<file path="src/rtl/spi_nor_sync_edge.sv">
// Brings the SPI pins into the p_clk domain (2-FF synchronizers) and detects
// s_clk rising edges (beats) and s_css edges.
module spi_nor_sync_edge #(
  parameter int W = 8
) (
  input  logic         p_clk,
  input  logic         p_reset,
  input  logic         s_clk,
  input  logic         s_css,
  input  logic [W-1:0] s_mosi,
  output logic [W-1:0] mosi_sync,
  output logic         beat,
  output logic         cs_rise,
  output logic         cs_fall
);

  logic         clk_meta_q, clk_meta_d, clk_sync_q, clk_sync_d, clk_prev_q, clk_prev_d;
  logic         css_meta_q, css_meta_d, css_sync_q, css_sync_d, css_prev_q, css_prev_d;
  logic [W-1:0] mosi_meta_q, mosi_meta_d, mosi_sync_q, mosi_sync_d;

  always_comb begin
    clk_meta_d  = s_clk;
    clk_sync_d  = clk_meta_q;
    clk_prev_d  = clk_sync_q;
    css_meta_d  = s_css;
    css_sync_d  = css_meta_q;
    css_prev_d  = css_sync_q;
    mosi_meta_d = s_mosi;
    mosi_sync_d = mosi_meta_q;
  end

  // Chip select resets to the deselected level so reset release is not a fall.
  always_ff @(posedge p_clk or posedge p_reset) begin
    if (p_reset) begin
      clk_meta_q  <= 1'b0;
      clk_sync_q  <= 1'b0;
      clk_prev_q  <= 1'b0;
      css_meta_q  <= 1'b1;
      css_sync_q  <= 1'b1;
      css_prev_q  <= 1'b1;
      mosi_meta_q <= '0;
      mosi_sync_q <= '0;
    end else begin
      clk_meta_q  <= clk_meta_d;
      clk_sync_q  <= clk_sync_d;
      clk_prev_q  <= clk_prev_d;
      css_meta_q  <= css_meta_d;
      css_sync_q  <= css_sync_d;
      css_prev_q  <= css_prev_d;
      mosi_meta_q <= mosi_meta_d;
      mosi_sync_q <= mosi_sync_d;
    end
  end

  assign mosi_sync = mosi_sync_q;
  assign beat      = clk_sync_q & ~clk_prev_q & ~css_sync_q;
  assign cs_rise   = css_sync_q & ~css_prev_q;
  assign cs_fall   = ~css_sync_q & css_prev_q;

endmodule

</file>
<file path="config.mk">
export PLATFORM = sky130hd
export DESIGN_NAME = spi_nor_sync_edge
export DESIGN_NICKNAME = d
export VERILOG_FILES = /design/src/rtl/spi_nor_sync_edge.sv
export SDC_FILE = /design/constraint.sdc
export NUM_CORES = 1
export LEC_CHECK = 0
export ABC_AREA = 0
export BUFFER_PORTS_ARGS = -buffer_cell sky130_fd_sc_hd__buf_2
export CAP_MARGIN = 30
export CORE_MARGIN = 1
export CORE_UTILIZATION = 35
export CTS_CLUSTER_DIAMETER = 100
export DETAILED_ROUTE_END_ITERATION = 10
export PLACE_DENSITY = 0.73
export RECOVER_POWER = 50
export SETUP_SLACK_MARGIN = 0.02
export SLEW_MARGIN = 20
export SYNTH_ARGS = -nofsm -noshare
export SYNTH_HDL_FRONTEND = slang
export SYNTH_SLANG_ARGS = --single-unit
</file>
<file path="constraint.sdc">
create_clock -name p_clk -period 0.8 [get_ports p_clk]
set_clock_uncertainty 0.1 [all_clocks]
set_input_delay 0 -clock p_clk [delete_from_list [all_inputs] [get_ports p_clk]]
set_output_delay 0 -clock p_clk [all_outputs]
set_load 0.1 [all_outputs]
</file>
==> summary.md <==
| Metric | Value |
|---|---|
| Setup repair after global routing missed its margin | `yes` |
| Worst skew pair latency | `0.30 ns` |
| DIE AREA | `1840 µm²` |
| CTS tree | `yes` |
| Post-CTS setup buffer count | `0` |
| Vias in the first global route | `345` |
| TritonCTS Sinks | `22` |
| Final GP Congestion | `0.5994` |
| Top layer in use | `met4` |
| Core area | `1541 µm²` |
| Worst-case clock buffer depth | `2` |
| Met3 routed wirelength | `34 µm` |
| Power density cells | `2279 nW/µm²` |
| Power consumption | `2.469 mW` |
| EDFF count, synth | `0` |
| First-pass GRT wire length | `1.407 mm` |
| Synth area leader | `dfrtp_1` |
| Die Wd | `42.90 µm` |
| Dominant cells by area after synthesis | `dfrtp_1 (81%), dfstp_2 (13%), nor3b_2 (2.1%)` |
| Worst min path class | `in -> async` |
| Final Slew Violations | `0` |
| Logic pwr share | `0.177` |
| Setup tns final | `-3.138 ns` |
| Largest net degree at the start of global routing | `23` |
| Vias | `332` |
| Net Sw Power | `605.3 µW` |
| Crit share post-route | `1.670` |
| Sw frac | `0.2452` |
| Share of the synthesized area in the top cell type | `0.8120` |
| Initial antenna violation count | `0` |
| Buffers on Ports | `22` |
| Initial Utilization | `0.3799` |
| Final cell count without fillers | `81` |
| Yosys cell types | `6` |
| Hold Vio Cnt, Final | `0` |
| CP startpoint kind | `flop` |
| Cts bufs inserted | `3` |
| # diodes | `0` |
| Area Growth Syn to Fin | `85.04%` |
| CP endpoint kind | `output pin` |
| Drt first pass iters | `2` |
| DRT iter0 DRCs | `2` |
| Syn Nets | `38` |
| Met2 routed wirelength | `448 µm` |
| Max VDD drop | `1.756 mV` |
| Failing checks | `setup timing` |
| Ys Warns | `0` |
| Fillers | `103` |
| Final wirelength | `832 µm` |
| Die height | `42.90 µm` |
| Status | `finished with violations` |
| Top FF cell, synth | `dfrtp_1` |
| Slew @ Worst Pin | `0.2782 ns` |
| Max_slew headroom | `0.8145` |
| Mapped cell area | `585.6 µm²` |
| PostCTS Resize Cnt | `0` |
| Root buf cell | `clkbuf_4` |
| Post-Synthesis Cells | `26` |
| Flop pwr share | `0.491` |
| Avg WL per Cell | `10.27 µm` |
| Design Area, Final | `1084 µm²` |
| Period minus WS final | `1.336 ns` |
| Met1 Wirelength | `319 µm` |
| Int Pwr | `1.864 mW` |
| Post-route DRC | `0` |
| Synthesized flop and latch total | `22` |
| CP Data Required Time | `0.70 ns` |
| Number of max-cap violations | `0` |
| Inst Count DP | `66` |
| Nets | `78` |
| Final setup vio count | `11` |
| Antenna viol nets, final | `0` |
| Fmax | `748.6 MHz` |
| Register area share after synthesis | `0.9466` |
| Via density | `4.099` |
| Dpl ws | `-0.1968 ns` |
| Worst Path Arrival | `1.24 ns` |
| Async S/R FF share, synth | `1.000` |
| Clock power share | `0.332` |
| Worst-path fanout max | `4` |
| LEAKAGE | `0.4958 nW` |
| Final Worst Setup Slack | `-0.5357 ns` |
| Avg Cell Area, Syn | `22.52 µm²` |
| Count leader, synth | `dfrtp_1` |
| IO Pins | `23` |
| Total global routing overflow | `0` |
| Row Count | `14` |
| Crit Path Class | `reg -> out` |
| Placed standard-cell area | `920.9 µm²` |
| Post-synth top cells | `dfrtp_1 (19), dfstp_2 (3)` |
| Layout cells sized above 1 | `0.6462` |
| Overall Global Routing Usage | `0.1137` |
| CTS HTree Levels | `1` |
| CTS clk-pin slew, worst paths | `0.11 ns` |
## power by group through the flow
stage / clock [mW] / sequential [mW] / combinational [mW]
2_1_floorplan: 0 / 1.37 / 0.0849
3_3_place_gp: 0 / 1.23 / 0.398
3_5_place_dp: 0 / 1.23 / 0.401
4_1_cts: 0.850 / 1.21 / 0.442
5_1_grt: 0.902 / 1.22 / 0.452
6_report: 0.820 / 1.21 / 0.438
## area by class of cell
cell class / instances / area, µm² / area share
sequential: 22 / 564.3 / 0.5208
timing repair buffer: 35 / 400.4 / 0.3695
multi-input combinational: 3 / 42.54 / 0.03926
clock inverter: 1 / 30.03 / 0.02771
clock buffer: 3 / 22.52 / 0.02079
tap: 16 / 20.02 / 0.01848
inverter: 1 / 3.754 / 0.003464
## per-layer routing
| metal | track usage | vias to the layer above |
|---|---|---|
| met3 | 0.02553 | 3 |
| met5 | 0 | - |
| met1 | 0.1192 | 158 |
| met4 | 0.1125 | 0 |
| li1 | - | 155 |
| met2 | 0.1818 | 16 |
## worst max-delay path, cell delays in order, from the launching register on
cell and delay (ns):
dfstp_2 0.59, and2b_4 0.17, buf_12 0.16
## through the flow
stage | utilization | hold WS, ns
CTS | 0.7029 | 0.1426
global route | 0.7029 | 0.2041
detailed placement | 0.5974 | -0.06260
finish | 0.7029 | 0.1752
floorplan | - | -0.1136
global placement | 0.5974 | -0.06628
## worst paths after layout
check	depth (start not counted)	slack [ns]	endpoint	from
max in group asynchronous	4	0.15	css_prev_q	p_reset
setup / recovery	2	-0.54	cs_rise	css_prev_d
hold / removal	4	0.18	clk_prev_q	p_reset
setup reg to reg	0	0.05	css_prev_q	css_prev_d
hold reg to reg	0	0.26	mosi_sync[1]	mosi_meta_q[1]
min in group p_clk	2	0.23	css_meta_q	s_css
## kinds of logic (layout without fill, tap and decap cells)
kind of cell | Yosys count | in the layout | synth area share
buf+inv | 1 | 40 | 0.006404
flops | 22 | 22 | 0.9466
simple gates | 3 | 3 | 0.04701
## flip-flops by register name, indices dropped and copies added, names as in the netlist
signal,count
mosi_meta_q,8
mosi_sync,8
clk_meta_q,1
clk_prev_d,1
clk_prev_q,1
css_meta_q,1
css_prev_d,1
css_prev_q,1
## timing repair
action | CTS | global route
setup endpoints to repair | 11 | 11
hold buffers | 11 | 0
pin swaps | 1 | 0
hold endpoints to repair | 32 | 0
## cell usage in the layout, fill, tap and decap left out
cell type      instances
and2b_4                1
buf_12                11
buf_2                 11
buf_4                  1
bufinv_16              1
clkbuf_4               4
dfrtp_1               11
dfrtp_2                8
dfstp_2                3
dlygate4sd3_1         11
inv_1                  1
nor2b_4                1
nor3b_4                1
Note: power is estimated with default switching activity, not from simulation.
